## config.mk

```make
export PLATFORM = sky130hd
export DESIGN_NAME = db_req_arbiter_flat
export DESIGN_NICKNAME = d
export VERILOG_FILES = /design/src/rtl/db_req_arbiter_if.sv /design/src/rtl/db_req_arbiter.sv /design/src/flat_wrapper.sv
export SDC_FILE = /design/constraint.sdc
export NUM_CORES = 1
export LEC_CHECK = 0
export BUFFER_PORTS_ARGS = -buffer_cell sky130_fd_sc_hd__buf_2
export CORE_AREA = 2 2 139 141
export CTS_CLUSTER_SIZE = 40
export DETAILED_ROUTE_END_ITERATION = 10
export DIE_AREA = 0 0 141 143
export GPL_TIMING_DRIVEN = 0
export PLACE_DENSITY = 0.65
export SLEW_MARGIN = 10
export SYNTH_ARGS = -nofsm -noshare
export SYNTH_HDL_FRONTEND = slang
export SYNTH_SLANG_ARGS = --single-unit
```

## constraint.sdc

```tcl
create_clock -name clk156 -period 3.56 [get_ports clk156]
set_input_delay 0.178 -clock clk156 [delete_from_list [all_inputs] [get_ports clk156]]
set_output_delay 0.178 -clock clk156 [all_outputs]
set_load 0.005 [all_outputs]
```

## src/rtl/db_req_arbiter_if.sv

```systemverilog
// db_req_arbiter_if: bundles the two parser request ports, their response pulses,
// the key-value DB request/response port, and the drain/status/statistics signals.
// master: the environment side (parsers, DB, control). slave: the arbiter side.
interface db_req_arbiter_if #(
  parameter int KEY_SIZE = 96,
  parameter int FIFO_AW  = 4
);
  logic                req0_valid, req1_valid;
  logic [KEY_SIZE-1:0] req0_key, req1_key;
  logic [3:0]          req0_flag, req1_flag;
  logic                req0_ready, req1_ready;
  logic                resp0_valid, resp1_valid;
  logic [3:0]          resp_flag;
  logic [KEY_SIZE-1:0] in_key;
  logic [3:0]          in_flag;
  logic                in_valid;
  logic                out_valid;
  logic [3:0]          out_flag;
  logic                drain, drained;
  logic [FIFO_AW:0]    outstanding;
  logic                err_orphan;
  logic [15:0]         grant_cnt0, grant_cnt1;
  modport master (
    output req0_valid, req1_valid, req0_key, req1_key, req0_flag, req1_flag,
           out_valid, out_flag, drain,
    input  req0_ready, req1_ready, resp0_valid, resp1_valid, resp_flag,
           in_key, in_flag, in_valid, drained, outstanding, err_orphan,
           grant_cnt0, grant_cnt1
  );
  modport slave (
    input  req0_valid, req1_valid, req0_key, req1_key, req0_flag, req1_flag,
           out_valid, out_flag, drain,
    output req0_ready, req1_ready, resp0_valid, resp1_valid, resp_flag,
           in_key, in_flag, in_valid, drained, outstanding, err_orphan,
           grant_cnt0, grant_cnt1
  );
endinterface

```

## src/rtl/db_req_arbiter.sv

```systemverilog
// db_req_arbiter: round-robin sharing of one in-order key-value DB port between two parsers.
// Ports: clk156 (clock), eth_rst (sync active-high reset), bus (db_req_arbiter_if.slave:
// req0/req1 valid/key/flag/ready, resp0/resp1 valid + shared resp_flag, DB in_key/in_flag/
// in_valid and out_valid/out_flag, drain/drained, outstanding, err_orphan, grant_cnt0/1).
// Optional macro ARB_STATS_EN builds saturating per-port grant counters; otherwise they read 0.
module db_req_arbiter #(
  parameter int KEY_SIZE = 96,
  parameter int FIFO_AW  = 4
) (
  input logic            clk156,
  input logic            eth_rst,
  db_req_arbiter_if.slave bus
);
  localparam int DEPTH = 1 << FIFO_AW;
  typedef enum logic [1:0] {RUN, DRAIN, DRAINED} state_t;
  state_t              state, state_nx;
  logic                rr, can_grant, gnt0, gnt1, grant, pop;
  logic [KEY_SIZE-1:0] key_sel;
  logic [3:0]          flag_sel;
  logic [FIFO_AW-1:0]  wp, rp;
  logic                tags [DEPTH];
  // outstanding never exceeds DEPTH, so its MSB alone means full
  always_comb begin
    can_grant = state == RUN && !bus.drain && !bus.outstanding[FIFO_AW] && !eth_rst;
    gnt0      = can_grant && bus.req0_valid && (!bus.req1_valid || !rr);
    gnt1      = can_grant && bus.req1_valid && (!bus.req0_valid || rr);
    grant     = gnt0 || gnt1;
    key_sel   = gnt1 ? bus.req1_key : bus.req0_key;
    flag_sel  = gnt1 ? bus.req1_flag : bus.req0_flag;
    pop       = bus.out_valid && bus.outstanding != '0;
    state_nx  = state == RUN   ? (bus.drain ? DRAIN : RUN) :
                state == DRAIN ? (bus.outstanding == '0 ? DRAINED : DRAIN) :
                                 (bus.drain ? DRAINED : RUN);
  end
  assign bus.req0_ready = gnt0;
  assign bus.req1_ready = gnt1;
  assign bus.drained    = state == DRAINED;
  always_ff @(posedge clk156) begin
    if (eth_rst) begin
      state           <= RUN;
      rr              <= 1'b0;
      wp              <= '0;
      rp              <= '0;
      bus.outstanding <= '0;
      bus.in_valid    <= 1'b0;
      bus.in_key      <= '0;
      bus.in_flag     <= '0;
      bus.resp0_valid <= 1'b0;
      bus.resp1_valid <= 1'b0;
      bus.resp_flag   <= '0;
      bus.err_orphan  <= 1'b0;
    end else begin
      state           <= state_nx;
      bus.in_valid    <= grant;
      // the granted port becomes the non-preferred one, covering both rr rules
      if (grant) begin
        bus.in_key  <= key_sel;
        bus.in_flag <= flag_sel;
        wp          <= wp + 1'b1;
        rr          <= !gnt1;
      end
      if (pop) begin
        rp            <= rp + 1'b1;
        bus.resp_flag <= bus.out_flag;
      end
      bus.resp0_valid <= pop && !tags[rp];
      bus.resp1_valid <= pop && tags[rp];
      if (bus.out_valid && !pop) bus.err_orphan <= 1'b1;
      bus.outstanding <= bus.outstanding + (FIFO_AW+1)'(grant) - (FIFO_AW+1)'(pop);
    end
  end
  always_ff @(posedge clk156)
    if (grant) tags[wp] <= gnt1;
`ifdef ARB_STATS_EN
  always_ff @(posedge clk156) begin
    if (eth_rst) begin
      bus.grant_cnt0 <= '0;
      bus.grant_cnt1 <= '0;
    end else begin
      if (gnt0 && bus.grant_cnt0 != 16'hffff) bus.grant_cnt0 <= bus.grant_cnt0 + 16'd1;
      if (gnt1 && bus.grant_cnt1 != 16'hffff) bus.grant_cnt1 <= bus.grant_cnt1 + 16'd1;
    end
  end
`else
  assign bus.grant_cnt0 = 16'h0000;
  assign bus.grant_cnt1 = 16'h0000;
`endif
endmodule

```

## src/flat_wrapper.sv

```systemverilog
// flat-port wrapper written by rule: the top's interface ports become plain ports
module db_req_arbiter_flat 
#(
  parameter int KEY_SIZE = 96,
  parameter int FIFO_AW  = 4
)
  (clk156, eth_rst, bus_req0_valid, bus_req1_valid, bus_req0_key, bus_req1_key, bus_req0_flag, bus_req1_flag, bus_out_valid, bus_out_flag, bus_drain, bus_req0_ready, bus_req1_ready, bus_resp0_valid, bus_resp1_valid, bus_resp_flag, bus_in_key, bus_in_flag, bus_in_valid, bus_drained, bus_outstanding, bus_err_orphan, bus_grant_cnt0, bus_grant_cnt1);
  db_req_arbiter_if #(.KEY_SIZE(KEY_SIZE), .FIFO_AW(FIFO_AW)) bus_i ();
  input logic clk156;
  input logic eth_rst;
  input wire logic [$bits(bus_i.req0_valid)-1:0] bus_req0_valid;
  input wire logic [$bits(bus_i.req1_valid)-1:0] bus_req1_valid;
  input wire logic [$bits(bus_i.req0_key)-1:0] bus_req0_key;
  input wire logic [$bits(bus_i.req1_key)-1:0] bus_req1_key;
  input wire logic [$bits(bus_i.req0_flag)-1:0] bus_req0_flag;
  input wire logic [$bits(bus_i.req1_flag)-1:0] bus_req1_flag;
  input wire logic [$bits(bus_i.out_valid)-1:0] bus_out_valid;
  input wire logic [$bits(bus_i.out_flag)-1:0] bus_out_flag;
  input wire logic [$bits(bus_i.drain)-1:0] bus_drain;
  output wire logic [$bits(bus_i.req0_ready)-1:0] bus_req0_ready;
  output wire logic [$bits(bus_i.req1_ready)-1:0] bus_req1_ready;
  output wire logic [$bits(bus_i.resp0_valid)-1:0] bus_resp0_valid;
  output wire logic [$bits(bus_i.resp1_valid)-1:0] bus_resp1_valid;
  output wire logic [$bits(bus_i.resp_flag)-1:0] bus_resp_flag;
  output wire logic [$bits(bus_i.in_key)-1:0] bus_in_key;
  output wire logic [$bits(bus_i.in_flag)-1:0] bus_in_flag;
  output wire logic [$bits(bus_i.in_valid)-1:0] bus_in_valid;
  output wire logic [$bits(bus_i.drained)-1:0] bus_drained;
  output wire logic [$bits(bus_i.outstanding)-1:0] bus_outstanding;
  output wire logic [$bits(bus_i.err_orphan)-1:0] bus_err_orphan;
  output wire logic [$bits(bus_i.grant_cnt0)-1:0] bus_grant_cnt0;
  output wire logic [$bits(bus_i.grant_cnt1)-1:0] bus_grant_cnt1;
  assign bus_i.req0_valid = bus_req0_valid;
  assign bus_i.req1_valid = bus_req1_valid;
  assign bus_i.req0_key = bus_req0_key;
  assign bus_i.req1_key = bus_req1_key;
  assign bus_i.req0_flag = bus_req0_flag;
  assign bus_i.req1_flag = bus_req1_flag;
  assign bus_i.out_valid = bus_out_valid;
  assign bus_i.out_flag = bus_out_flag;
  assign bus_i.drain = bus_drain;
  assign bus_req0_ready = bus_i.req0_ready;
  assign bus_req1_ready = bus_i.req1_ready;
  assign bus_resp0_valid = bus_i.resp0_valid;
  assign bus_resp1_valid = bus_i.resp1_valid;
  assign bus_resp_flag = bus_i.resp_flag;
  assign bus_in_key = bus_i.in_key;
  assign bus_in_flag = bus_i.in_flag;
  assign bus_in_valid = bus_i.in_valid;
  assign bus_drained = bus_i.drained;
  assign bus_outstanding = bus_i.outstanding;
  assign bus_err_orphan = bus_i.err_orphan;
  assign bus_grant_cnt0 = bus_i.grant_cnt0;
  assign bus_grant_cnt1 = bus_i.grant_cnt1;
  db_req_arbiter #(.KEY_SIZE(KEY_SIZE), .FIFO_AW(FIFO_AW)) u_core (.clk156(clk156), .eth_rst(eth_rst), .bus(bus_i));
endmodule
```

==> results of run 1 <==
-- worst paths after layout --
kind	start	to	slack, ns	cells past startpoint
setup / recovery	u_core.bus.outstanding[4]$_SDFF_PP0_	u_core.bus.outstanding[4]$_SDFF_PP0_	0.25	12
hold / removal	bus_out_flag[1]	u_core.bus.resp_flag[1]$_SDFFE_PP0P_	0.03	3
setup reg to reg	u_core.bus.outstanding[4]$_SDFF_PP0_	u_core.bus.outstanding[4]$_SDFF_PP0_	0.25	12
hold reg to reg	u_core.bus.resp_flag[1]$_SDFFE_PP0P_	u_core.bus.resp_flag[1]$_SDFFE_PP0P_	0.45	2
-- per-layer routing --
layer | wire, um | global-route usage (%) | share of wire (%)
met5 | 13 | 0 | 0.065
met4 | 398 | 6.79 | 2.0
met3 | 972 | 4.66 | 4.8
met2 | 10200 | 33.7 | 51
met1 | 8570 | 23.4 | 43
-- critical path: cells and delay by family (launching register included) --
| kind | cells | cell delay [ns] |
|---|---|---|
| simple gates | 4 | 1.43 |
| buf+inv | 3 | 0.32 |
| compound gates | 2 | 0.28 |
| flops | 1 | 0.31 |
| fa+ha+maj | 3 | 0.90 |
-- power by group --
group          total, uW  internal, uW  leakage (uW)  switching [uW]
sequential          1970          1850       0.00119             116
clock               1760          1040      0.000282             724
combinational       1210           572       0.00333             641
total               4940          3460       0.00481            1480
-- area by class of cell --
cell class	count	area (um^2)	share of cell area, %
Tap cell	234	293	3.18
Clock buffer	21	472	5.13
Sequential cell	144	3040	33.1
Inverter	10	37.5	0.408
Buffer	84	518	5.63
Multi-Input combinational cell	447	3060	33.3
Timing Repair Buffer	327	1660	18.0
Clock inverter	11	118	1.28
-- state kept, by name, indices dropped and copies added, names as in the netlist, 2 cells and up, named ones only --
name and flops:
u_core.bus.resp_flag 4, u_core.bus.in_key 96, u_core.tags 16, u_core.wp 4
u_core.bus.outstanding 5, u_core.rp 4, u_core.bus.in_flag 4, u_core.state 2
-- cells by family (layout without fill, tap and decap cells) --
| logic type | count (synthesis) | count (layout) | synth area share [%] |
|---|---|---|---|
| simple gates | 170 | 170 | 10.9 |
| flops | 144 | 144 | 46.6 |
| compound gates | 116 | 116 | 12.9 |
| mux | 109 | 109 | 17.5 |
| buf+inv | 96 | 453 | 8.61 |
| fa+ha+maj | 12 | 12 | 2.41 |
| xor+xnor | 8 | 8 | 1.07 |
| other cells | 1 | 32 | 0.0574 |
-- stage by stage --
step / cell area [um^2] / power, uW / setup TNS, ns
2_1_floorplan: 6650 / 2720 / 0
3_3_place_gp: 8560 / 3190 / -0.271
3_5_place_dp: 8560 / 3210 / -0.165
4_1_cts: 9200 / 5000 / 0
5_1_grt: 9200 / 5230 / 0
6_report: 9200 / 4940 / 0
-- cell usage in the layout, fill, tap and decap left out, drive strengths merged --
master       synthesis  final
a2111oi              1      1
a211oi             100    100
a21o                 1      1
a21oi               12     12
a311oi               1      1
and3                 1      1
buf                 49    372
bufinv               0      1
clkbuf              37     56
clkinv               0      3
clkinvlp             0      2
conb                 1     32
dfxtp              128    128
dlygate4sd3          0      4
edfxtp              16     16
fa                   1      1
ha                  11     11
inv                 10     15
mux2                 1      1
mux2i              104    104
mux4                 4      4
nand2               13     13
nand2b               3      3
nand3                8      8
nand3b               1      1
nor2               126    126
nor2b                4      4
nor3                 7      7
nor3b                1      1
nor4                 1      1
nor4b                1      1
o21ai                1      1
or3                  1      1
or4                  1      1
or4b                 2      2
xnor2                4      4
xor2                 4      4
-- what timing repair did --
action,CTS,global route
gates resized for setup,1,2
endpoints found under the setup margin,1,1
endpoints found under the hold margin,4,0
hold buffers,4,0
setup buffers,0,0
==> metrics.yaml, run 1 <==
outcome: "finished clean"
viasPerCell: 4.59
place_ws_ns: -0.0981
port_buffers: 323
maxSlewHeadroom_pct: 56.3
root_buffer: "clkbuf_16"
pin_count: 358
grt_antenna_before_repair: 1
fin_crit_sh_pct: 93.1
ir_drop_mv: 0.338
grt_overflow: 0
finalNonFillerCells: 1278
hpwlAfterDp_um: 15800
ys_top_cells_by_area: "dfxtp_1 39%, mux2i_1 16%, a211oi_1 11%"
drc: 0
ant_nets: 0
crit_arrival_ns: 3.66
drtIter0Drc: 201
maxCapViolCount: 0
die_y_um: 143
critical-path-slowest-cell: "or4b_2"
synth_area_per_cell_um2: 9.96
power_density_nw_per_um2: 537
rsz0062_at_grt: "no"
nFillCells: 1768
post-route-worst-setup-slack_ns: 0.247
syn_inst: 656
synth_commonest_cells: "128 x dfxtp_1, 126 x nor2_1, 104 x mux2i_1"
max_freq_ghz: 0.302
finClkSkew_ns: 0.00650
start_util_pct: 35.2
crit_type: "reg -> reg"
post-synth-top-count-cell: "dfxtp_1"
clk_transition_reported_paths_ns: 0.06
synth_flop_cell: "dfxtp_1"
fin_crit_ns: 3.31
synth_cell_types: 39
holdWs_ns: 0.0260
syn_area_um2: 6540
place_inst: 1244
grt_util_all_layers_pct: 19.3
cts_tree: "yes"
grt_pass1_wl_um: 29800
crit_path_start_kind: "register"
yosysTopAreaCell: "dfxtp_1"
cp_data_required_time_ns: 3.90
setup_viol: 0
dieArea_um2: 20200
layout-drive-gt1-share_pct: 39.3
tightest_slew_ns: 0.656
clockBufferDepth: 2
rows: 50
yosysWarnings: 0
syn_to_final_growth_pct: 40.7
wl_um: 20100
cp-end-kind: "register"
hold_class: "in -> reg"
synth-edff-count: 16
critPathMaxStageDelay_ns: 0.83
core-area_um2: 18600
finalHoldViolCount: 0
leakagePower_uw: 0.00481
antenna_cells: 0
num-nets-final: 1253
worstPathCellList: "clkbuf_1, or4b_2, nand2_4, inv_1, ha_1, inv_1, ha_1, fa_1, a21oi_1, nor2_1, or3_1, a21oi_1"
final_core_util_pct: 49.5
worstSkewPairLatency_ns: 0.41
grt_max_degree: 18
dr.pass1.iters: 4
grt_pass1_vias: 5539
place_congestion: 0.807
synthDominantCellAreaShare_pct: 39.2
htree_levels: 4
timing_max_transition_violations_final: 0
cts_sinks: 144
vias: 5866
wire_per_inst_um: 15.7
yosysSeqAreaShare_pct: 46.6
die_w_um: 141
numCtsBuffers: 17
ys_ff_latch: 144
path_max_fanout: 9
async_flop_share_pct: 0
(Power assumes the default switching activity.)
==> run 2, diff against run 1 <==
==> constraint.sdc (replaced) <==
create_clock -name clk156 -period 3.56 [get_ports clk156]
set_input_delay 0.178 -clock clk156 [delete_from_list [all_inputs] [get_ports clk156]]
set_output_delay 0.178 -clock clk156 [all_outputs]
set_load 0.1 [all_outputs]
==> run 2 against run 1 <==
Combinational power increased by 120%; critical path depth decreased by 4; critical endpoint is now bus_req1_ready; cell area decreased by 0.24%; utilization decreased by 0.12 points; largest power group is now combinational logic.
==> metrics.yaml, run 2 (synthesized netlist as in run 1, its figures left out) <==
outcome: "finished clean"  # unchanged
cp.buffers_inverters: 6  # was 3
core-area_um2: 18600  # unchanged
layout_common_cells: "329 x buf_2, 126 x nor2_1, 125 x dfxtp_1, 104 x mux2i_1, 100 x a211oi_1"  # was 329 x buf_2, 128 x dfxtp_1, 126 x nor2_1, 104 x mux2i_1, 100 x a211oi_1
grt_util_met2_pct: 33.6  # was 33.7%
grt_pass1_vias: 5616  # was 5539
ant_nets: 0  # unchanged
htree_levels: 4  # unchanged
path_max_fanout: 17  # was 9
largest_register_ffs: 96  # unchanged
layout-drive-gt1-share_pct: 39.7  # was 39.3%
place_congestion: 0.838  # was 0.807
cp_data_required_time_ns: 3.38  # was 3.90 ns
regMostFlops: "u_core.bus.in_key"  # unchanged
drc: 0  # unchanged
num-nets-final: 1252  # was 1253
grt_max_degree: 18  # unchanged
cp.depth: 8  # was 12
cp-end-kind: "primary output"  # was register
hold_class: "in -> reg"  # unchanged
maxCapViolCount: 0  # unchanged
crit_path_start_kind: "register"  # unchanged
ir_drop_mv: 0.326  # was 0.338 mV
syn_to_final_growth_pct: 40.4  # was 40.7%
numCtsBuffers: 17  # unchanged
max_freq_ghz: 0.300  # was 0.302 GHz
wl_um: 20300  # was 20100 um
fin_crit_ns: 3.33  # was 3.31 ns
die_y_um: 143  # unchanged
nFillCells: 1752  # was 1768
clockBufferDepth: 2  # unchanged
pin_count: 358  # unchanged
port_buffers: 323  # unchanged
die_w_um: 141  # unchanged
finClkSkew_ns: 0.0116  # was 0.00650 ns
worstRegToRegCells: 12  # unchanged
dieArea_um2: 20200  # unchanged
start_util_pct: 35.2  # unchanged
largestRegisters: "u_core.bus.in_key (96), u_core.tags (16), u_core.bus.outstanding (5)"  # unchanged
worstSkewPairLatency_ns: 0.42  # was 0.41 ns
cts_tree: "yes"  # unchanged
hpwlAfterDp_um: 15900  # was 15800 um
grt_pass1_wl_um: 30100  # was 29800 um
place_ws_ns: -0.117  # was -0.0981 ns
crit_arrival_ns: 3.16  # was 3.66 ns
grt_busiest_layer: "met2"  # unchanged
rows: 50  # unchanged
clk_transition_reported_paths_ns: 0.06  # about the same
critical-path-top-delay-family: "buffers and inverters"  # was simple AND/OR/NAND/NOR gates
critPathMaxStageDelay_ns: 0.51  # was 0.83 ns
wire_per_inst_um: 15.9  # was 15.7 um
dr.pass1.iters: 4  # unchanged
finalHoldViolCount: 0  # unchanged
post-route-worst-setup-slack_ns: 0.226  # was 0.247 ns
timing_max_transition_violations_final: 0  # unchanged
maxSlewHeadroom_pct: 54.5  # was 56.3%
cts_sinks: 144  # unchanged
leakagePower_uw: 0.00479  # was 0.00481 uW
met1_usage_pct: 23.9  # was 23.4%
whs_path_depth: 3  # unchanged
fin_crit_sh_pct: 93.7  # was 93.1%
crit_type: "reg -> out"  # was reg -> reg
postCtsSetupBuffers: 0  # unchanged
power_density_nw_per_um2: 692  # was 537 nW/um^2
worstPathCellList: "or4_1, clkbuf_1, or4b_1, clkbuf_1, buf_6, buf_6, inv_2, buf_2"  # was clkbuf_1, or4b_2, nand2_4, inv_1, ha_1, inv_1, ha_1, fa_1, a21oi_1, nor2_1, or3_1, a21oi_1
viasPerCell: 4.60  # was 4.59
vias: 5882  # was 5866
root_buffer: "clkbuf_16"  # unchanged
grt_antenna_before_repair: 1  # unchanged
drtIter0Drc: 218  # was 201
use_met3_pct: 4.80  # was 4.66%
rsz0062_at_grt: "no"  # unchanged
setup_viol: 0  # unchanged
final_common_cell: "buf_2"  # unchanged
grt_util_all_layers_pct: 19.4  # was 19.3%
grt_overflow: 0  # unchanged
tns_ns: 0  # unchanged
critical-path-slowest-cell: "or4_1"  # was or4b_2
tightest_slew_ns: 0.683  # was 0.656 ns
-- run 2: where the power goes --
group          total, uW  switching (uW)  internal, uW
Clock               1730             736           994
Sequential          1970             119          1850
Combinational       2650            2070           575
-- run 2: worst paths after layout --
path | start | end | slack, ns
worst max-delay path | u_core.state[1]$_SDFF_PP0_ | bus_req1_ready | 0.23
worst min-delay path | bus_out_flag[3] | u_core.bus.resp_flag[3]$_SDFFE_PP0P_ | 0.02
worst max register to register | u_core.bus.outstanding[4]$_SDFF_PP0_ | u_core.bus.outstanding[4]$_SDFF_PP0_ | 0.27
worst min register to register | u_core.bus.resp_flag[2]$_SDFFE_PP0P_ | u_core.bus.resp_flag[2]$_SDFFE_PP0P_ | 0.45
-- run 2: final cells by class --
class,count,area (um^2),share of cell area (%)
clock inverter,13,128,1.39
timing repair buffer,326,1650,17.9
inverter,10,37.5,0.409
clock buffer,19,443,4.83
tap,234,293,3.19
multi-input combinational,447,3060,33.4
antenna,1,2.50,0.0273
buffer,84,518,5.65
sequential,144,3050,33.2
-- run 2: worst min-delay path: cells and delay by family --
kind                   cells  cell delay, ns
AO/OA/AOI/OAI              1            0.06
buffers and inverters      1            0.10
AND/OR/NAND/NOR            1            0.05
-- run 2: per-stage QoR --
stage	hold slack (ns)	util [%]	std cells	power [uW]	cell area, um^2
detailed placement	0.435	46.1	1244	4660	8570
global route	0.00693	49.4	1277	6630	9170
CTS	0.00801	49.4	1279	6390	9170
floorplan	0.294	-	687	4150	6660
finish	0.0169	49.4	1278	6350	9180
global placement	0.430	46.1	1244	4630	8570
-- run 2: metal layers --
layer | wire (um) | share of wire, %
met1 | 8610 | 42
met2 | 10300 | 51
met3 | 1030 | 5.1
met4 | 365 | 1.8
met5 | 0 | 0
-- run 2: timing repair --
item,4_1_cts,5_1_grt
hold buffers,3,0
gates resized for setup,1,2
endpoints found under the setup margin,1,1
hold endpoints to repair,3,0
